==> config.mk <==
export PLATFORM = sky130hd
export DESIGN_NAME = frame_reg_bank_flat
export DESIGN_NICKNAME = d
export VERILOG_FILES = /design/src/rtl/frame_reg_bank_if.sv /design/src/rtl/frame_reg_bank.sv /design/src/flat_wrapper.sv
export SDC_FILE = /design/constraint.sdc
export NUM_CORES = 1
export LEC_CHECK = 0
export CAP_MARGIN = 20
export CORE_MARGIN = 5
export CORE_UTILIZATION = 40
export CTS_CLUSTER_SIZE = 30
export DETAILED_ROUTE_END_ITERATION = 10
export HOLD_SLACK_MARGIN = 0.08
export PLACE_DENSITY = 0.72
export SLEW_MARGIN = 0
export SYNTH_ARGS = -nofsm -noshare
export SYNTH_HDL_FRONTEND = slang
export SYNTH_SLANG_ARGS = --single-unit
==> constraint.sdc <==
create_clock -name clk -period 2.8 [get_ports clk]
set_input_delay 0.84 -clock clk [delete_from_list [all_inputs] [get_ports clk]]
set_output_delay 0.84 -clock clk [all_outputs]
set_load 0.01 [all_outputs]
==> src/rtl/frame_reg_bank_if.sv <==
// Register-bank bus: one access per cycle while chipselect is high, with
// registered read data, a read strobe and an address-error strobe returned.
interface frame_reg_bank_if #(
    parameter int DATA_W = 16,
    parameter int ADDR_W = 4
);
    logic              chipselect;
    logic              read;
    logic [ADDR_W-1:0] data_address;
    logic [DATA_W-1:0] wr_data;
    logic [DATA_W-1:0] rd_data;
    logic              rd_valid;
    logic              addr_err;

    modport master (
        output chipselect, read, data_address, wr_data,
        input  rd_data, rd_valid, addr_err
    );

    modport slave (
        input  chipselect, read, data_address, wr_data,
        output rd_data, rd_valid, addr_err
    );
endinterface

==> src/rtl/frame_reg_bank.sv <==
// Double-buffered game-state register bank. The bus writes a shadow copy.
// The shadow is copied to the active copy only at the end of a visible frame,
// so the renderer never sees a half-updated game state. A lock input can hold
// off the copy; frames skipped that way are counted.
module frame_reg_bank #(
    parameter int                         DATA_W         = 16,
    parameter int                         NUM_REGS       = 10,
    parameter int                         ADDR_W         = 4,
    parameter int                         H_LAST         = 639,
    parameter int                         V_LAST         = 479,
    parameter logic [NUM_REGS*DATA_W-1:0] RESET_VALS     = {16'd0, 16'd0, 16'd0, 16'd500, 16'd240,
                                                            16'd320, 16'd240, 16'd320, 16'd240, 16'd320},
    parameter int                         CLEAR_TRIG_IDX = 9,
    parameter logic [NUM_REGS-1:0]        CLEAR_MASK     = 10'b0110000000,
    parameter bit                         READ_SRC       = 1'b0
) (
    input  logic                         clk,
    input  logic                         rst,
    frame_reg_bank_if.slave              bus,
    input  logic                         VGA_ready,
    input  logic [15:0]                  pixel_x,
    input  logic [15:0]                  pixel_y,
    input  logic                         lock,
    output logic [NUM_REGS*DATA_W-1:0]   active_regs,
    output logic                         commit_pulse,
    output logic [NUM_REGS-1:0]          dirty,
    output logic [7:0]                   missed_frames
);

    localparam logic [ADDR_W:0]   NUM_REGS_A = (ADDR_W+1)'(NUM_REGS);
    localparam logic [ADDR_W-1:0] TRIG_A     = ADDR_W'(CLEAR_TRIG_IDX);
    localparam logic [15:0]       H_LAST_P   = 16'(H_LAST);
    localparam logic [15:0]       V_LAST_P   = 16'(V_LAST);

    // CLEAN: nothing written since the last commit. PENDING: unpublished
    // writes exist. HELD: a frame end passed while locked with data pending.
    typedef enum logic [1:0] {
        ST_CLEAN   = 2'd0,
        ST_PENDING = 2'd1,
        ST_HELD    = 2'd2
    } state_e;

    state_e              state_q, state_d;
    logic [DATA_W-1:0]   shadow_q [NUM_REGS];
    logic [DATA_W-1:0]   shadow_d [NUM_REGS];
    logic [DATA_W-1:0]   active_q [NUM_REGS];
    logic [DATA_W-1:0]   active_d [NUM_REGS];
    logic [NUM_REGS-1:0] dirty_q, dirty_d;
    logic [7:0]          missed_q, missed_d;
    logic [DATA_W-1:0]   rd_data_q, rd_data_d;
    logic                rd_valid_q, rd_valid_d;
    logic                addr_err_q, addr_err_d;
    logic                commit_pulse_q, commit_pulse_d;

    logic                in_range;
    logic                wr_ok;
    logic                rd_ok;
    logic                frame_end;
    logic                commit;

    // Decode the bus access and the last-visible-pixel event.
    always_comb begin
        in_range  = ({1'b0, bus.data_address} < NUM_REGS_A);
        wr_ok     = bus.chipselect & ~bus.read & in_range;
        rd_ok     = bus.chipselect & bus.read;
        frame_end = VGA_ready & (pixel_x == H_LAST_P) & (pixel_y == V_LAST_P);
    end

    // Next-state logic: bus writes/reads, commit FSM and the missed-frame counter.
    always_comb begin
        // NOTE: every signal gets its default first, so no path through this
        // block leaves one unassigned (which would infer a latch).
        state_d        = state_q;
        shadow_d       = shadow_q;
        active_d       = active_q;
        dirty_d        = dirty_q;
        missed_d       = missed_q;
        rd_data_d      = rd_data_q;
        rd_valid_d     = rd_ok;
        addr_err_d     = bus.chipselect & ~in_range;
        commit         = 1'b0;

        if (rd_ok) begin
            if (in_range) begin
                rd_data_d = READ_SRC ? active_q[bus.data_address] : shadow_q[bus.data_address];
            end else begin
                rd_data_d = '0;
            end
        end

        if (wr_ok) begin
            // A nonzero write to the trigger register starts a new round:
            // the masked registers clear first, then the trigger takes its value.
            if ((bus.data_address == TRIG_A) && (bus.wr_data != '0)) begin
                for (int i = 0; i < NUM_REGS; i++) begin
                    if (CLEAR_MASK[i]) begin
                        shadow_d[i] = '0;
                        dirty_d[i]  = 1'b1;
                    end
                end
            end
            shadow_d[bus.data_address] = bus.wr_data;
            dirty_d[bus.data_address]  = 1'b1;
        end

        case (state_q)
            ST_CLEAN: begin
                if (wr_ok) state_d = ST_PENDING;
            end
            ST_PENDING, ST_HELD: begin
                if (frame_end) begin
                    if (lock) begin
                        state_d  = ST_HELD;
                        missed_d = (missed_q == 8'hFF) ? missed_q : missed_q + 8'd1;
                    end else begin
                        commit = 1'b1;
                    end
                end
            end
            default: state_d = ST_CLEAN;
        endcase

        // Commit publishes shadow_d, so a write landing on the commit edge is
        // included and leaves nothing dirty behind.
        if (commit) begin
            active_d = shadow_d;
            dirty_d  = '0;
            missed_d = '0;
            state_d  = ST_CLEAN;
        end

        commit_pulse_d = commit;
    end

    // State registers with synchronous active-low reset.
    always_ff @(posedge clk) begin
        // NOTE: sequential state uses non-blocking assignments so every flop
        // samples pre-edge values regardless of statement order.
        if (!rst) begin
            state_q <= ST_CLEAN;
            // NOTE: these arrays are small flop banks rather than RAM, so they
            // are reset to give the game a defined starting state.
            for (int i = 0; i < NUM_REGS; i++) begin
                shadow_q[i] <= RESET_VALS[i*DATA_W +: DATA_W];
                active_q[i] <= RESET_VALS[i*DATA_W +: DATA_W];
            end
            dirty_q        <= '0;
            missed_q       <= '0;
            rd_data_q      <= '0;
            rd_valid_q     <= 1'b0;
            addr_err_q     <= 1'b0;
            commit_pulse_q <= 1'b0;
        end else begin
            state_q        <= state_d;
            shadow_q       <= shadow_d;
            active_q       <= active_d;
            dirty_q        <= dirty_d;
            missed_q       <= missed_d;
            rd_data_q      <= rd_data_d;
            rd_valid_q     <= rd_valid_d;
            addr_err_q     <= addr_err_d;
            commit_pulse_q <= commit_pulse_d;
        end
    end

    // Flatten the active array onto the output bus, reg0 in the LSBs.
    always_comb begin
        active_regs = '0;
        for (int i = 0; i < NUM_REGS; i++) begin
            active_regs[i*DATA_W +: DATA_W] = active_q[i];
        end
    end

    assign bus.rd_data    = rd_data_q;
    assign bus.rd_valid   = rd_valid_q;
    assign bus.addr_err   = addr_err_q;
    assign commit_pulse   = commit_pulse_q;
    assign dirty          = dirty_q;
    assign missed_frames  = missed_q;

endmodule

==> src/flat_wrapper.sv <==
// flat-port wrapper written by rule: the top's interface ports become plain ports
module frame_reg_bank_flat 
#(
    parameter int                         DATA_W         = 16,
    parameter int                         NUM_REGS       = 10,
    parameter int                         ADDR_W         = 4,
    parameter int                         H_LAST         = 639,
    parameter int                         V_LAST         = 479,
    parameter logic [NUM_REGS*DATA_W-1:0] RESET_VALS     = {16'd0, 16'd0, 16'd0, 16'd500, 16'd240,
                                                            16'd320, 16'd240, 16'd320, 16'd240, 16'd320},
    parameter int                         CLEAR_TRIG_IDX = 9,
    parameter logic [NUM_REGS-1:0]        CLEAR_MASK     = 10'b0110000000,
    parameter bit                         READ_SRC       = 1'b0
)
  (clk, rst, VGA_ready, pixel_x, pixel_y, lock, active_regs, commit_pulse, dirty, missed_frames, bus_chipselect, bus_read, bus_data_address, bus_wr_data, bus_rd_data, bus_rd_valid, bus_addr_err);
  frame_reg_bank_if #(.DATA_W(DATA_W), .ADDR_W(ADDR_W)) bus_i ();
  input  logic clk;
  input  logic rst;
  input  logic VGA_ready;
  input  logic [15:0] pixel_x;
  input  logic [15:0] pixel_y;
  input  logic lock;
  output logic [NUM_REGS*DATA_W-1:0] active_regs;
  output logic commit_pulse;
  output logic [NUM_REGS-1:0] dirty;
  output logic [7:0] missed_frames;
  input wire logic [$bits(bus_i.chipselect)-1:0] bus_chipselect;
  input wire logic [$bits(bus_i.read)-1:0] bus_read;
  input wire logic [$bits(bus_i.data_address)-1:0] bus_data_address;
  input wire logic [$bits(bus_i.wr_data)-1:0] bus_wr_data;
  output wire logic [$bits(bus_i.rd_data)-1:0] bus_rd_data;
  output wire logic [$bits(bus_i.rd_valid)-1:0] bus_rd_valid;
  output wire logic [$bits(bus_i.addr_err)-1:0] bus_addr_err;
  assign bus_i.chipselect = bus_chipselect;
  assign bus_i.read = bus_read;
  assign bus_i.data_address = bus_data_address;
  assign bus_i.wr_data = bus_wr_data;
  assign bus_rd_data = bus_i.rd_data;
  assign bus_rd_valid = bus_i.rd_valid;
  assign bus_addr_err = bus_i.addr_err;
  frame_reg_bank #(.DATA_W(DATA_W), .NUM_REGS(NUM_REGS), .ADDR_W(ADDR_W), .H_LAST(H_LAST), .V_LAST(V_LAST), .RESET_VALS(RESET_VALS), .CLEAR_TRIG_IDX(CLEAR_TRIG_IDX), .CLEAR_MASK(CLEAR_MASK), .READ_SRC(READ_SRC)) u_core (.clk(clk), .rst(rst), .bus(bus_i), .VGA_ready(VGA_ready), .pixel_x(pixel_x), .pixel_y(pixel_y), .lock(lock), .active_regs(active_regs), .commit_pulse(commit_pulse), .dirty(dirty), .missed_frames(missed_frames));
endmodule
==> reports/metrics.yaml <==
grt:
  grt_pass1_wl_um: 68900
  grt_usage: 0.2229
  grt_max_degree: 227
  grt_pass1_vias: 11620
  antenna_found_initial: 0
  grt-ovfl-total: 0
synthesis:
  avgSynthCellArea_um2: 10.77
  syn-instance-count: 1341
  synthesis.nets: 1401
  ys_warn_count: 0
  synth.cell_area_um2: 14440
  ys_seq_area_frac: 0.4977
  synthFlopType: "dfxtp_1"
  synth_edf_count: 0
  async_reset_ff_frac: 0
  synth_seq_cells: 359
  synth.distinct_cells: 48
sta:
  hold_viol: 0
  hold_ws_ns: 0.4568
  min_period_over_period: 0.9598
  worst_pin_slew_ns: 0.9657
  slew_headroom: 0.3562
  rsz0062_at_grt: "false"
  finalCriticalPeriod_ns: 2.687
  slew_violations: 0
  fmax_mhz: 372.1
  setup_viol: 0
  finalClockSkew_ns: 0.01718
floorplanning:
  io_pins: 255
  core_um2: 35570
  die_h_um: 200.0
  fp-row-count: 69
  die_area_um2: 40000
  start_util: 0.4059
  die_w_um: 200.0
hold_path:
  hold_path.class: "register to register"
cells_and_area:
  n_fill_cell: 3086
  nets: 1716
  multiInputGateArea_um2: 6633
  seqCellArea_um2: 7187
  final_area_um2: 19680
  antenna_cells: 0
  drive_above_1_share: 0.1691
  fin_cells: 2146
  syn2layout_area_growth_pct: 36.28
worst_setup_path:
  crit_type: "input port to register"
  cpPeakStageDelay_ns: 0.56
  worstSetupStartpointType: "input port"
  r2r_start: "u_core.state_q[0]"
  critPathMaxFanout: 16
  crit_start: "bus_chipselect"
  worst_path_most_repeated_cell: "buf_4"
  crit_buf_inv: 4
  endpoint: "u_core.active_regs[69]"
  crit_path_cell_trace: "clkdlybuf4s50_1, nor4bb_1, buf_4, buf_4, nand2_2, buf_12, mux2i_1, nand2_1, o211a_1"
  critPathTopFamily: "buffers and inverters"
  cp.required_ns: 3.21
  rr_endpoint: "u_core.state_q[0]"
  r2r_cells: 7
  crit_cells: 9
  end_kind: "register"
  reg2reg_slack_ns: 0.61
  crit_slowest_cell: "clkdlybuf4s50_1"
  crit_arrival_ns: 3.10
power_and_ir_drop:
  p_comb_frac: 0.051
  p_switching_uw: 2383
  swShare: 0.2131
  p_int_uw: 8799
  leakage_uw: 0.009280
  p_clk_frac: 0.489
  p_per_area_nw_per_um2: 568.3
  ir_drop_mv: 0.4065
  power_uw: 11180
  seqPwrFrac: 0.460
detailed_routing:
  wl_per_cell_um: 21.71
  drc: 0
  viasPerCell: 5.382
  dr.pass1.iters: 5
  ant_nets: 0
  first_iter_violations: 1057
  wirelength_um: 46590
  vias: 11550
cts:
  ctsHoldBuffers: 0
  cts_resized: 0
  postCtsSetupBuffers: 0
  root_buffer: "clkbuf_16"
  cts-buffers-inserted: 38
  htree_levels: 2
  clock_latency_ns: 0.52
  tritoncts: "yes"
  cts_buffer_depth: 3
  clk_pin_slew_ns: 0.06
  clkSinkCount: 359
run_status:
  status: "complete, no violations"
place:
  dp_cells: 2077
  dp_hpwl_um: 33810
  gp_congestion: 0.8737
  io_buffers: 254
  place_area_um2: 18310
run:
  maxCapViolations: 0
==> layer usage <==
layer	vias to the layer above	GRT usage	share of wire
li1	5440	-	-
met1	5576	0.2984	0.43
met2	459	0.3588	0.45
met3	74	0.05337	0.090
met4	0	0.07069	0.031
met5	-	0	0
==> cells in the final DEF, fill, tap and decap left out, drive strengths merged, types with 2 or more instances in the layout <==
cell           Yosys  layout
dfxtp            359     359
clkdlybuf4s50      0     251
nand2            186     186
buf               52     144
nor2b            140     140
mux2i            129     129
o211a            104     104
a21oi             65      65
clkbuf            69      57
o21ai             35      35
mux4              32      32
a22oi             32      32
o211ai            24      24
a21o              18      18
a222oi            16      16
nor2              13      13
nand4              7       7
nor4               7       7
bufinv             0       6
inv                5       5
clkinv             0       5
and4               4       4
nand3              4       4
nor4b              4       4
and2               4       4
or4                4       4
or3                3       3
and4b              3       3
and3               3       3
o31ai              3       3
a31oi              3       3
and4bb             2       2
nor4bb             2       2
a211oi             2       2
ha                 2       2
clkinvlp           0       2
==> stage by stage <==
stage / setup TNS, ns / setup slack (ns) / util
after global routing: 0 / 0.01707 / 0.5532
after CTS: 0 / 0.1594 / 0.5532
after detailed placement: -51.87 / -0.3593 / 0.5146
after global placement: -39.94 / -0.3027 / 0.5144
after floorplan: 0 / 0.4011 / -
final: 0 / 0.1126 / 0.5532
==> Yosys cell counts (all sizes together) (5+ instances only) <==
cell type | n | area [µm²]
clkbuf | 69 | 259.0
a21o | 18 | 135.1
nor4 | 7 | 65.06
nor2b | 140 | 875.8
o211a | 104 | 1041
nand4 | 7 | 50.05
dfxtp | 359 | 7187
mux4 | 32 | 720.7
inv | 5 | 18.77
nor2 | 13 | 48.80
nand2 | 186 | 723.2
a222oi | 16 | 160.2
o211ai | 24 | 300.3
o21ai | 35 | 175.2
a22oi | 32 | 255.3
a21oi | 65 | 325.3
buf | 52 | 351.6
mux2i | 129 | 1291
==> registers in the layout, summed over array words and instances, names as in the netlist <==
name	count
u_core.active_regs	160
u_core.bus.addr_err	1
u_core.bus.rd_data	16
u_core.bus.rd_valid	1
u_core.commit_pulse	1
u_core.dirty	10
u_core.missed_frames	8
u_core.shadow_q	160
u_core.state_q	2
==> power by group through the flow <==
| stage | combinational (µW) | clock (µW) | sequential [µW] |
|---|---|---|---|
| 2_1_floorplan | 283 | 0 | 5250 |
| 3_3_place_gp | 553 | 0 | 5260 |
| 3_5_place_dp | 560 | 0 | 5260 |
| 4_1_cts | 564 | 5540 | 5140 |
| 5_1_grt | 598 | 5770 | 5140 |
| 6_report | 567 | 5470 | 5140 |
==> final cells by class <==
| class | count | area share |
|---|---|---|
| inverters | 5 | 0.0009538 |
| clock inverters | 13 | 0.01119 |
| clock buffers | 56 | 0.05856 |
| repair buffers | 396 | 0.1977 |
| multi-input cells | 856 | 0.3371 |
| well taps | 461 | 0.02931 |
| flip-flops and latches | 359 | 0.3652 |
==> how the worst min path moves through the flow <==
stage,slack (ns),depth (start not counted),from,to
global placement,0.43,2,u_core.dirty[7],u_core.dirty[7]
detailed placement,0.45,1,u_core.bus.rd_data[9],u_core.bus.rd_data[9]
finish,0.46,2,u_core.dirty[8],u_core.dirty[8]
floorplan,0.44,2,u_core.state_q[1],u_core.state_q[1]
global route,0.47,1,u_core.bus.rd_data[9],u_core.bus.rd_data[9]
CTS,0.46,2,u_core.dirty[8],u_core.dirty[8]
==> worst min-delay path, stage by stage, from the launching register on <==
cell and delay (ns):
dfxtp_1 0.31, inv_1 0.05, a21oi_1 0.05
==> logic make-up (layout without fill, tap and decap cells) <==
group	Yosys count	after routing	share of synthesized area
buffers and inverters	126	470	0.04359
multiplexers	161	161	0.1393
AO/OA/AOI/OAI	303	303	0.1722
adder cells (fa/ha/maj)	2	2	0.001733
XOR/XNOR	1	1	0.0006067
flip-flops	359	359	0.4977
AND/OR/NAND/NOR	389	389	0.1448
No activity file was read; power rests on OpenSTA's default activity.
